$ cat src/rtl/can_pkg.sv
`default_nettype none
// ============================================================================
// Package     : can_pkg
// Description : Shared definitions for the CAN TX frame fetch path. It holds
//               the bit positions of the 128-bit TX FIFO word, the largest
//               legal DLC, the fetch FSM state type and the held-frame
//               record. It also provides a helper that clamps a DLC value.
// Revision    : 1.0 - initial release
// ============================================================================
package can_pkg;

   // TX FIFO word layout
   localparam int CAN_WORD_W   = 128;
   localparam int CAN_ID_MSB   = 127;
   localparam int CAN_ID_LSB   = 99;
   localparam int CAN_IDE_BIT  = 98;
   localparam int CAN_RTR_BIT  = 97;
   localparam int CAN_DLC_MSB  = 96;
   localparam int CAN_DLC_LSB  = 93;
   localparam int CAN_RSVD_MSB = 92;
   localparam int CAN_RSVD_LSB = 64;
   localparam int CAN_DATA_MSB = 63;
   localparam int CAN_DATA_LSB = 0;

   localparam int CAN_ID_W     = CAN_ID_MSB - CAN_ID_LSB + 1;
   localparam int CAN_DLC_W    = CAN_DLC_MSB - CAN_DLC_LSB + 1;
   localparam int CAN_DATA_W   = CAN_DATA_MSB - CAN_DATA_LSB + 1;

   // Classic CAN carries at most 8 data bytes. DLC codes 9..15 still mean 8.
   localparam logic [CAN_DLC_W-1:0] CAN_MAX_DLC = 4'd8;

   typedef enum logic [1:0] {
      ST_IDLE   = 2'd0,
      ST_OFFER  = 2'd1,
      ST_ACTIVE = 2'd2
   } can_tx_state_e;

   typedef struct packed {
      logic [CAN_ID_W-1:0]   id;
      logic                  ide;
      logic                  rtr;
      logic [CAN_DLC_W-1:0]  dlc;
      logic [CAN_DATA_W-1:0] data;
   } can_frame_t;

   function automatic logic [CAN_DLC_W-1:0] can_clamp_dlc(input logic [CAN_DLC_W-1:0] dlc);
      return (dlc > CAN_MAX_DLC) ? CAN_MAX_DLC : dlc;
   endfunction

endpackage
`default_nettype wire

$ cat src/rtl/can_frame_unpack.sv
`default_nettype none
// ============================================================================
// Module      : can_frame_unpack
// Description : Combinational split of a 128-bit TX FIFO word into CAN frame
//               fields. The DLC is clamped to 8. The reserved bits are
//               discarded.
// Ports       : i_word  - raw FIFO word
//               o_id    - 29-bit identifier (11-bit IDs sit in the low bits)
//               o_ide   - extended identifier flag
//               o_rtr   - remote request flag
//               o_dlc   - clamped data length code
//               o_data  - payload, byte 0 in [63:56]
// Revision    : 1.0 - initial release
// ============================================================================
module can_frame_unpack
   import can_pkg::*;
(
   input  logic [CAN_WORD_W-1:0] i_word,
   output logic [CAN_ID_W-1:0]   o_id,
   output logic                  o_ide,
   output logic                  o_rtr,
   output logic [CAN_DLC_W-1:0]  o_dlc,
   output logic [CAN_DATA_W-1:0] o_data
);

   // Reserved field is carried in the word but has no meaning for transmit.
   logic [CAN_RSVD_MSB-CAN_RSVD_LSB:0] w_unused_rsvd;
   assign w_unused_rsvd = i_word[CAN_RSVD_MSB:CAN_RSVD_LSB];

   assign o_id   = i_word[CAN_ID_MSB:CAN_ID_LSB];
   assign o_ide  = i_word[CAN_IDE_BIT];
   assign o_rtr  = i_word[CAN_RTR_BIT];
   assign o_dlc  = can_clamp_dlc(i_word[CAN_DLC_MSB:CAN_DLC_LSB]);
   // The payload passes through untouched, even for remote frames.
   assign o_data = i_word[CAN_DATA_MSB:CAN_DATA_LSB];

endmodule
`default_nettype wire

$ cat src/rtl/can_tx_frame_fetch.sv
`default_nettype none
// ============================================================================
// Module      : can_tx_frame_fetch
// Description : Pops frames from a first-word-fall-through TX FIFO, holds
//               each one and offers it to the CAN bit transmitter with a
//               valid/ready handshake. A failed attempt is retried up to
//               MAX_RETRIES times. After that, or on abort, the frame is
//               dropped.
// Ports       : i_sys_clk, i_reset_n       - clock, async active-low reset
//               i_fifo_empty/i_fifo_r_data - FIFO status and head word
//               o_fifo_r_en                - FIFO pop strobe (combinational)
//               o_tx_valid/i_tx_ready      - frame offer handshake
//               o_tx_id/ide/rtr/dlc/data   - held frame fields
//               i_tx_done/i_tx_success     - attempt result
//               i_abort                    - cancel current frame
//               o_frame_sent/o_frame_dropped - 1-cycle result pulses
//               o_retry_cnt, o_busy        - status
// Revision    : 1.0 - initial release
// ============================================================================
module can_tx_frame_fetch
   import can_pkg::*;
#(
   parameter int MAX_RETRIES = 3
)
(
   input  logic                               i_sys_clk,
   input  logic                               i_reset_n,
   input  logic                               i_fifo_empty,
   input  logic [CAN_WORD_W-1:0]              i_fifo_r_data,
   output logic                               o_fifo_r_en,
   output logic                               o_tx_valid,
   input  logic                               i_tx_ready,
   output logic [CAN_ID_W-1:0]                o_tx_id,
   output logic                               o_tx_ide,
   output logic                               o_tx_rtr,
   output logic [CAN_DLC_W-1:0]               o_tx_dlc,
   output logic [CAN_DATA_W-1:0]              o_tx_data,
   input  logic                               i_tx_done,
   input  logic                               i_tx_success,
   input  logic                               i_abort,
   output logic                               o_frame_sent,
   output logic                               o_frame_dropped,
   output logic [$clog2(MAX_RETRIES+1)-1:0]   o_retry_cnt,
   output logic                               o_busy
);

   localparam int                 c_cnt_w       = $clog2(MAX_RETRIES + 1);
   localparam logic [c_cnt_w-1:0] c_max_retries = c_cnt_w'(MAX_RETRIES);

   can_tx_state_e         r_state;
   can_tx_state_e         w_state_nxt;
   can_frame_t            r_hold;
   can_frame_t            w_unpacked;
   logic [c_cnt_w-1:0]    r_retry_cnt;
   logic                  r_tx_valid;
   logic                  r_frame_sent;
   logic                  r_frame_dropped;
   logic                  r_busy;

   logic                  w_done_ok;
   logic                  w_done_fail;
   logic                  w_retry_left;
   logic                  w_fifo_r_en;
   logic                  w_sent;
   logic                  w_drop;
   logic                  w_retry_inc;

   // ------------------------------------------------------------------
   // Word unpack, applied to the FIFO head so the hold register already
   // contains clamped fields when the pop edge occurs.
   // ------------------------------------------------------------------
   can_frame_unpack u_unpack (
      .i_word (i_fifo_r_data),
      .o_id   (w_unpacked.id),
      .o_ide  (w_unpacked.ide),
      .o_rtr  (w_unpacked.rtr),
      .o_dlc  (w_unpacked.dlc),
      .o_data (w_unpacked.data)
   );

   assign w_done_ok    = i_tx_done &  i_tx_success;
   assign w_done_fail  = i_tx_done & ~i_tx_success;
   assign w_retry_left = (r_retry_cnt < c_max_retries);

   // ------------------------------------------------------------------
   // FSM state register
   // ------------------------------------------------------------------
   always_ff @(posedge i_sys_clk or negedge i_reset_n) begin
      if (!i_reset_n) begin
         r_state <= ST_IDLE;
      end else begin
         r_state <= w_state_nxt;
      end
   end

   // ------------------------------------------------------------------
   // FSM next state. In ACTIVE, a successful completion wins over abort,
   // and abort wins over a failed completion. A failed attempt that
   // coincides with abort therefore never retries.
   // ------------------------------------------------------------------
   always_comb begin
      w_state_nxt = r_state;
      case (r_state)
         ST_IDLE: begin
            if (!i_fifo_empty) begin
               w_state_nxt = ST_OFFER;
            end
         end
         ST_OFFER: begin
            if (i_abort) begin
               w_state_nxt = ST_IDLE;
            end else if (i_tx_ready) begin
               w_state_nxt = ST_ACTIVE;
            end
         end
         ST_ACTIVE: begin
            if (w_done_ok || i_abort) begin
               w_state_nxt = ST_IDLE;
            end else if (w_done_fail) begin
               w_state_nxt = w_retry_left ? ST_OFFER : ST_IDLE;
            end
         end
         default: begin
            w_state_nxt = ST_IDLE;
         end
      endcase
   end

   // ------------------------------------------------------------------
   // FSM outputs (combinational strobes)
   // ------------------------------------------------------------------
   always_comb begin
      w_fifo_r_en = 1'b0;
      w_sent      = 1'b0;
      w_drop      = 1'b0;
      w_retry_inc = 1'b0;
      case (r_state)
         ST_IDLE: begin
            // The pop strobe is gated with reset. While reset is held the
            // FSM cannot leave IDLE, so no word may be consumed.
            w_fifo_r_en = ~i_fifo_empty & i_reset_n;
         end
         ST_OFFER: begin
            w_drop = i_abort;
         end
         ST_ACTIVE: begin
            if (w_done_ok) begin
               w_sent = 1'b1;
            end else if (i_abort) begin
               w_drop = 1'b1;
            end else if (w_done_fail) begin
               w_retry_inc = w_retry_left;
               w_drop      = ~w_retry_left;
            end
         end
         default: begin
            w_fifo_r_en = 1'b0;
         end
      endcase
   end

   // ------------------------------------------------------------------
   // Datapath and registered outputs
   // ------------------------------------------------------------------
   always_ff @(posedge i_sys_clk or negedge i_reset_n) begin
      if (!i_reset_n) begin
         r_hold          <= '0;
         r_retry_cnt     <= '0;
         r_tx_valid      <= 1'b0;
         r_frame_sent    <= 1'b0;
         r_frame_dropped <= 1'b0;
         r_busy          <= 1'b0;
      end else begin
         if (w_fifo_r_en) begin
            r_hold      <= w_unpacked;
            r_retry_cnt <= '0;
         end else if (w_retry_inc && (r_retry_cnt != c_max_retries)) begin
            r_retry_cnt <= r_retry_cnt + c_cnt_w'(1);
         end
         r_tx_valid      <= (w_state_nxt == ST_OFFER);
         r_busy          <= (w_state_nxt != ST_IDLE);
         r_frame_sent    <= w_sent;
         r_frame_dropped <= w_drop;
      end
   end

   assign o_fifo_r_en     = w_fifo_r_en;
   assign o_tx_valid      = r_tx_valid;
   assign o_tx_id         = r_hold.id;
   assign o_tx_ide        = r_hold.ide;
   assign o_tx_rtr        = r_hold.rtr;
   assign o_tx_dlc        = r_hold.dlc;
   assign o_tx_data       = r_hold.data;
   assign o_frame_sent    = r_frame_sent;
   assign o_frame_dropped = r_frame_dropped;
   assign o_retry_cnt     = r_retry_cnt;
   assign o_busy          = r_busy;

endmodule
`default_nettype wire

$ cat config.mk
export PLATFORM = sky130hd
export DESIGN_NAME = can_tx_frame_fetch
export DESIGN_NICKNAME = d
export VERILOG_FILES = /design/src/rtl/can_pkg.sv /design/src/rtl/can_frame_unpack.sv /design/src/rtl/can_tx_frame_fetch.sv
export SDC_FILE = /design/constraint.sdc
export NUM_CORES = 1
export LEC_CHECK = 0
export BUFFER_PORTS_ARGS = -buffer_cell sky130_fd_sc_hd__buf_2
export CELL_PAD_IN_SITES_DETAIL_PLACEMENT = 2
export CELL_PAD_IN_SITES_GLOBAL_PLACEMENT = 2
export CORE_MARGIN = 10
export CORE_UTILIZATION = 24
export DETAILED_ROUTE_END_ITERATION = 12
export PLACE_DENSITY = 0.81
export SETUP_SLACK_MARGIN = 0.05
export SLEW_MARGIN = 20
export SYNTH_ARGS = -nofsm -noshare
export SYNTH_HDL_FRONTEND = slang
export SYNTH_SLANG_ARGS = --single-unit
$ cat constraint.sdc
create_clock -name i_sys_clk -period 2.25 [get_ports i_sys_clk]
set_clock_uncertainty 0.05 [all_clocks]
set_input_delay 0.225 -clock i_sys_clk [delete_from_list [all_inputs] [get_ports i_sys_clk]]
set_output_delay 0.225 -clock i_sys_clk [all_outputs]
set_load 0.02 [all_outputs]
# == Word-level counts from Yosys, hierarchy flattened ==
# Cells that the tools add are included.
# totals
register_bits,107
input_bits,135
word_cells,50
# classes
order_cmp,2
n_reduce_logical,5
add_sub_neg,1
bitwise,6
eq_ne,4
mux,21
# op_table
op,count
2-to-1 mux 2 bit,7
2-to-1 mux 1 bit,11
case mux 2 bit (3 select lines),1
"== test 2 x 1 -> 1 bit, second input constant",2
"greater-than comparator 4 bit, second input constant",1
2-to-1 mux 4 bit,1
nonzero test 2 bit,2
bitwise AND 1 bit,3
NOT 1 bit,3
"adder 2 x 1 -> 2 bit, second input constant",1
"== test 2 bit, second input constant",1
zero test 2 bit,1
"< comparator 2 bit, second input constant",1
"!= test 2 bit, second input constant",1
case mux 1 bit (2 select lines),1
logical AND 1 bit,1
logical OR 1 bit,1

# == Logic depth before layout (Yosys ltp) ==
# Gate-level depths: netlist of run 1.
# depth
ltp_word,9
mapped_depth,10
mapped_depth_nobuf,7

# == By module ==
# Synthesis of run 1 repeated with hierarchy kept, for this count alone.
# hier_totals
cells_unflattened,357
hier_area_um2,4879.7
# modules_own_cells
mod,cells_per_inst,area_per_inst_um2,instances
can_tx_frame_fetch,258,4144.0,1
can_frame_unpack,99,735.7,1

# == Least setup slack after synthesis of run 1 ==
# Ideal clock, no wire load.
# synth_timing
kind,register to output
startpoint,register r_state[0]
endpoint,output port o_fifo_r_en
n_path_buf,2
required_ps,1975
path_stages_with_launch,8
path_slack_ps,666
arrival_time_ps,1309
path_cell_list,dfrtp_1 inv_1 ha_1 nand2_1 or2_1 buf_6 inv_6 buf_2
# synth_between
elab_chain_cells,2
# synth_rtl
element,line_no,text
"start, declared",can_tx_frame_fetch.sv:50,can_tx_state_e r_state;
"start signal, assigned",can_tx_frame_fetch.sv:92,r_state <= w_state_nxt;
zero test 2 bit,can_tx_frame_fetch.sv:137,case (r_state)
2-to-1 mux 1 bit,can_tx_frame_fetch.sv:137,
"end, declared",can_tx_frame_fetch.sv:30,"output logic o_fifo_r_en,"
# Every way passes these cells.

# == Worst setup path after layout of run 1 ==
# Same ends and word-level chain as after synthesis.

==> metrics.md, run 1 <==
| Metric | Value |
|---|---|
| Status | `complete, no violations` |
| Max clock buf depth | `2` |
| Setup TNS | `0 ns` |
| PD cells | `1502 nW/um^2` |
| Register area | `2678 sq um` |
| Fraction of registers with async set/reset | `100.0%` |
| Largest net degree at the start of global routing | `55` |
| TritonCTS clock tree | `yes` |
| Max stage delay on crit path | `0.45 ns` |
| Hold Crit Class | `input pin to flip-flop` |
| DP Cell Count | `885` |
| Crit path cell chain | `inv_1 > ha_1 > nand2_1 > or2_4 > inv_6 > buf_2` |
| DP Area | `5503 sq um` |
| Initial Utilization | `24.55%` |
| H-tree Lvls | `3` |
| PortBufs | `211` |
| Clock-pin slew of the registers on the worst-case setup and hold paths | `0.07 ns` |
| Post-synth EDFFs | `0` |
| Yosys reg bits | `107` |
| Nets | `814` |
| Hold_buf cts | `0` |
| First-pass GRT wire length | `25650 microns` |
| Fmax | `484.0 MHz` |
| DRC viols | `0` |
| Row Count | `48` |
| Post-Synthesis Cells | `465` |
| Switching pwr | `3.757 mW` |
| Share of the synthesized area in the top cell type | `62.83%` |
| Setup Crit Path Kind | `flip-flop to primary output` |
| Cell variety after synth | `26` |
| Worst path arrival time | `1.79 ns` |
| Final Hold Fails | `0` |
| Initial antenna violation count | `1` |
| Tightest Pin Transition | `0.7523 ns` |
| Final Setup Violations | `0` |
| Fin Hold WS | `0.01930 ns` |
| Die area | `23490 sq um` |
| Seq pwr share | `38.4%` |
| CP Launch Type | `flip-flop` |
| Most frequent cells after synthesis | `nand2_1, dfrtp_1, buf_6` |
| Mapped Avg Cell Area | `9.165 sq um` |
| Synth Cell Area | `4262 sq um` |
| Core Region | `17360 sq um` |
| Area contributors post-synth | `dfrtp_1, nand2_1, buf_6` |
| Number of clock sinks | `107` |
| Post-Layout Cell Count | `902` |
| Die H | `153.3 microns` |
| Slowest stage cell, crit path | `dfrtp_1` |
| Overall power | `8.738 mW` |
| Min Tclk post-route | `2.066 ns` |
| CTS Buf Count | `9` |
| Worst skew pair latency | `0.34 ns` |
| # IOs | `241` |
| Worst Path Required | `1.98 ns` |
| TritonRoute pass-1 iters | `4` |
| Max Fanout on Critical Path | `8` |
| Slew Limit Fails | `0` |
| GRT Overall Usage | `13.44%` |
| RSZ-0062 raised after global routing | `no` |
| Max_cap viols | `0` |
| CP endpoint kind | `primary output` |
| Design area | `5817 sq um` |
| Buffer type at the clock tree root | `clkbuf_16` |
| Crit-path leading delay family | `flip-flops` |
| Grt ovf | `0` |
| Post-route ant nets | `0` |
| Seq/Total Area, Yosys | `62.83%` |
| Die width | `153.3 microns` |
| Vias | `3905` |
| Peak supply drop | `0.5079 mV` |
| Crit share post-route | `91.84%` |
| Multi-input logic area | `1393 sq um` |
| Sw Ratio | `43.00%` |
| Mapped Nets | `606` |
| Post-DR vias/cell | `4.329` |
| Max-slew headroom | `49.85%` |
| Layout cell share with drive strength beyond 1 | `34.47%` |
| Internal power component | `4.981 mW` |
| Area growth, synth to finish | `36.49%` |
| Most numerous cell in the Yosys netlist | `nand2_1` |
| Static leakage power | `3.393 nW` |
| DP Wirelength | `12450 microns` |
| Top FF cell, synth | `dfrtp_1` |
| Comb pwr share | `42.7%` |
| Largest area contributor in the netlist | `dfrtp_1` |
| Initial DRC count | `140` |
| Worst path bufs/invs | `3` |
| Clock power frac | `18.9%` |
| Vias in the first global route | `4545` |
| WL/cell | `17.93 microns` |
| Yosys Warn Count | `0` |
| Filler cell count | `2045` |
| WL final | `16180 microns` |
| RePlAce Congestion | `0.7375` |
## logic make-up after synthesis
| kind of cell | count (synthesis) | share of synthesized area, % |
|---|---|---|
| AO/OA/AOI/OAI | 11 | 1.527 |
| XOR/XNOR | 1 | 0.2056 |
| adder cells (fa/ha/maj) | 6 | 1.762 |
| buffers and inverters | 25 | 4.698 |
| flip-flops | 107 | 62.83 |
| multiplexers | 1 | 0.2349 |
| AND/OR/NAND/NOR | 314 | 28.74 |
## cell type report
class,count,share of cell area [%]
diodes,1,0.04302
flip-flops and latches,107,46.03
repair buffers,218,19.75
inverters,3,0.2796
clock buffers,11,4.001
multi-input cells,334,23.94
well taps,225,4.840
clock inverters,3,1.119
## tightest hold or removal path, cell delays in order
cell     delay [ns]
buf_2          0.08
nand2_1        0.04
nand2_1        0.04
## power groups by stage
| stage | clock (mW) | combinational (mW) | sequential (mW) |
|---|---|---|---|
| after detailed placement | 0 | 3.82 | 3.41 |
| final | 1.65 | 3.73 | 3.35 |
| after floorplan | 0 | 1.06 | 4.48 |
| after global placement | 0 | 3.64 | 3.30 |
| after global routing | 1.80 | 4.12 | 3.50 |
| after CTS | 1.73 | 3.83 | 3.38 |
## layout by cell type (no fill, tap or decap), types with 2 or more instances in the layout
master / n
buf_2: 210
nor3b_1: 2
inv_1: 2
bufinv_16: 2
o21ai_0: 4
nor2_1: 4
clkbuf_1: 2
nand2b_1: 4
clkbuf_16: 9
dfrtp_1: 107
ha_1: 6
a21oi_1: 3
nor2b_1: 4
buf_4: 5
nand2_1: 294
buf_12: 3
## flip-flops by register name (all words and copies together), names as in the netlist
signal,count
o_tx_rtr,1
o_tx_id,29
o_tx_valid,1
o_frame_sent,1
o_tx_ide,1
o_busy,1
o_retry_cnt,2
o_tx_data,64
o_frame_dropped,1
r_state,2
o_tx_dlc,4
## worst paths after layout
path / to / slack (ns) / startpoint / cells after the start
min reg2reg: o_tx_data[46] / 0.42 / o_tx_data[46] / 2
max reg2reg: o_tx_dlc[2] / 0.35 / r_state[0] / 8
max: o_fifo_r_en / 0.18 / r_state[0] / 6
min: o_tx_id[14] / 0.02 / i_fifo_r_data[113] / 3
max in group asynchronous: o_tx_data[6] / 1.60 / i_reset_n / 2
min in group asynchronous: o_tx_id[5] / 0.03 / i_reset_n / 2
## metrics by stage
| step | utilization [%] | setup WS (ns) |
|---|---|---|
| finish | 33.51 | 0.1837 |
| global route | 33.51 | 0.08051 |
| CTS | 33.42 | 0.09932 |
| detailed placement | 31.70 | 0.2900 |
| global placement | 31.70 | 0.4095 |
| floorplan | - | 0.6661 |
## metal layers
layer / global-route usage [%] / vias up / wire (microns) / part of all wire [%]
met5: 0 / - / 0 / 0
met4: 3.088 / 0 / 157 / 0.97
met3: 5.191 / 9 / 1316 / 8.1
met2: 23.59 / 129 / 8401 / 52
met1: 14.99 / 1950 / 6301 / 39
li1: - / 1817 / - / -
## timing repair
action                                  in CTS  in global routing
endpoints found under the hold margin        0                  0
setup buffers                                0                  1
endpoints found under the setup margin       0                  1
gates resized for setup                      0                  0
(Power assumes the default switching activity.)
==> run 2: changes to the inputs <==
Settings changed: HOLD_SLACK_MARGIN set to 0.05.
==> run 2 against run 1 <==
Power rose by 3.7%. Critical endpoint unchanged. Routed wire length grew 20%. Register-to-register slack is essentially flat. Largest power group unchanged. Largest cell class unchanged.
==> metrics.md, run 2 (same netlist as run 1, synthesis figures left out) <==
| Metric | Value |
|---|---|
| Worst Path Required | `1.98 ns (about the same)` |
| DP Wirelength | `12450 microns (unchanged)` |
| Vias | `4309 (was 3905)` |
| Most common cell after layout, fill and taps aside | `nand2_1 (unchanged)` |
| Buffer type at the clock tree root | `clkbuf_16 (unchanged)` |
| Final Hold Fails | `0 (unchanged)` |
| Post-DR vias/cell | `4.322 (was 4.329)` |
| # IOs | `241 (unchanged)` |
| Worst path arrival time | `1.80 ns (was 1.79 ns)` |
| Initial Utilization | `24.55% (unchanged)` |
| Initial antenna violation count | `2 (was 1)` |
| Worst path bufs/invs | `3 (unchanged)` |
| Largest net degree at the start of global routing | `55 (unchanged)` |
| First-pass GRT wire length | `30550 microns (was 25650 microns)` |
| Static leakage power | `3.784 nW (was 3.393 nW)` |
| Crit-path leading delay family | `flip-flops (unchanged)` |
| Max-slew headroom | `51.01% (was 49.85%)` |
| Multi-input logic area | `1393 sq um (unchanged)` |
| Core Region | `17360 sq um (unchanged)` |
| Row Count | `48 (unchanged)` |
| CP Launch Type | `flip-flop (unchanged)` |
| Die area | `23490 sq um (unchanged)` |
| Commonest non-fill, non-tap cells in the layout | `nand2_1, buf_2, dfrtp_1 (unchanged)` |
| Die width | `153.3 microns (unchanged)` |
| Filler cell count | `1950 (was 2045)` |
| TritonCTS clock tree | `yes (unchanged)` |
| Max_cap viols | `0 (unchanged)` |
| Nets | `908 (was 814)` |
| Register area | `2679 sq um (was 2678 sq um)` |
| Peak supply drop | `0.5449 mV (was 0.5079 mV)` |
| DRC viols | `0 (unchanged)` |
| Worst skew pair latency | `0.34 ns (about the same)` |
| RePlAce Congestion | `0.7375 (unchanged)` |
| H-tree Lvls | `3 (unchanged)` |
| Max reg flops | `64 (unchanged)` |
| Layout cell share with drive strength beyond 1 | `30.65% (was 34.47%)` |
| Min Tclk post-route | `2.078 ns (was 2.066 ns)` |
| Area growth, synth to finish | `58.54% (was 36.49%)` |
| RR Startpoint | `r_state[0] (unchanged)` |
| End of the critical path | `o_fifo_r_en (unchanged)` |
| Slew Limit Fails | `0 (unchanged)` |
| Number of clock sinks | `107 (unchanged)` |
| RSZ-0062 raised after global routing | `no (unchanged)` |
| TritonRoute pass-1 iters | `4 (unchanged)` |
| Vias in the first global route | `5245 (was 4545)` |
| Grt ovf | `0 (unchanged)` |
| Setup TNS | `0 ns (unchanged)` |
| Hold Crit Class | `input pin to asynchronous set/reset pin (was input pin to flip-flop)` |
| CTS Buf Count | `9 (unchanged)` |
| WL final | `19410 microns (was 16180 microns)` |
| Setup Crit Path Kind | `flip-flop to primary output (unchanged)` |
| PD cells | `1341 nW/um^2 (was 1502 nW/um^2)` |
| WL/cell | `19.47 microns (was 17.93 microns)` |
| Levels on crit path | `6 (unchanged)` |
| Fmax | `481.2 MHz (was 484.0 MHz)` |
| Die H | `153.3 microns (unchanged)` |
| Tightest Pin Transition | `0.7348 ns (was 0.7523 ns)` |
| Design area | `6756 sq um (was 5817 sq um)` |
| Final Setup Violations | `0 (unchanged)` |
| Status | `complete, no violations (unchanged)` |
| GRT Overall Usage | `16.26% (was 13.44%)` |
| Worst Reg-to-Reg Cells | `8 (unchanged)` |
| Post-route ant nets | `0 (unchanged)` |
| Crit share post-route | `92.36% (was 91.84%)` |
| Slowest stage cell, crit path | `dfrtp_2 (was dfrtp_1)` |
| FF-to-FF End | `o_tx_id[13] (was o_tx_dlc[2])` |
| Max Fanout on Critical Path | `8 (unchanged)` |
| Crit path cell chain | `inv_1 > ha_1 > nand2_1 > or2_4 > inv_6 > buf_2 (unchanged)` |
| PortBufs | `211 (unchanged)` |
| DP Cell Count | `885 (unchanged)` |
| Max stage delay on crit path | `0.45 ns (about the same)` |
| R2r setup slk | `0.36 ns (was 0.35 ns)` |
| Clock-pin slew of the registers on the worst-case setup and hold paths | `0.07 ns (about the same)` |
| Max clock buf depth | `2 (unchanged)` |
| Initial DRC count | `150 (was 140)` |
| CP endpoint kind | `primary output (unchanged)` |
| Worst Setup SP | `r_state[0] (unchanged)` |
| Post-Layout Cell Count | `997 (was 902)` |
| DP Area | `5503 sq um (unchanged)` |
## run 2: per-stage QoR
stage	hold slack, ns	utilization (%)	setup WS, ns	total power [mW]
global placement	0.3643	31.70	0.4095	6.947
floorplan	-0.1206	-	0.6661	5.539
detailed placement	0.3728	31.70	0.2900	7.224
CTS	0.05159	38.73	0.09932	9.065
global route	0.05370	38.93	0.05799	9.718
finish	0.01675	38.93	0.1718	9.060
## run 2: power breakdown
group	leakage (nW)	internal [mW]	switching (mW)
clock	0.145	0.964	0.704
combinational	2.30	1.28	2.71
sequential	1.34	2.85	0.555
## run 2: worst min-delay path by stage
stage                             from             to  slack, ns  cells after the start
finish                       i_reset_n     o_tx_id[5]       0.02                      2
global route        i_fifo_r_data[125]    o_tx_id[26]       0.05                      3
CTS                          i_reset_n  o_tx_data[35]       0.05                      2
detailed placement  i_fifo_r_data[113]    o_tx_id[14]       0.37                      3
global placement     i_fifo_r_data[15]  o_tx_data[15]       0.36                      3
floorplan                    i_reset_n         o_busy      -0.12                      0
## run 2: what timing repair did
| action | 4_1_cts | 5_1_grt |
|---|---|---|
| gates resized for setup | 0 | 1 |
| hold endpoints to repair | 92 | 0 |
| setup endpoints to repair | 0 | 1 |
| buffers inserted | 0 | 3 |
| hold buffers | 92 | 0 |
## run 2: routing by layer
metal,routed length [microns],GRT usage [%]
met1,6921,16.40
met2,10840,30.87
met3,1379,5.331
met4,276,4.678
met5,0,0
## run 2: cell type report
class,instances,share of cell area [%]
antenna,2,0.07407
clock buffer,11,3.444
clock inverter,3,0.9630
inverter,3,0.2407
multi-input combinational,334,20.61
sequential,107,39.65
tap,225,4.167
timing repair buffer,312,30.85
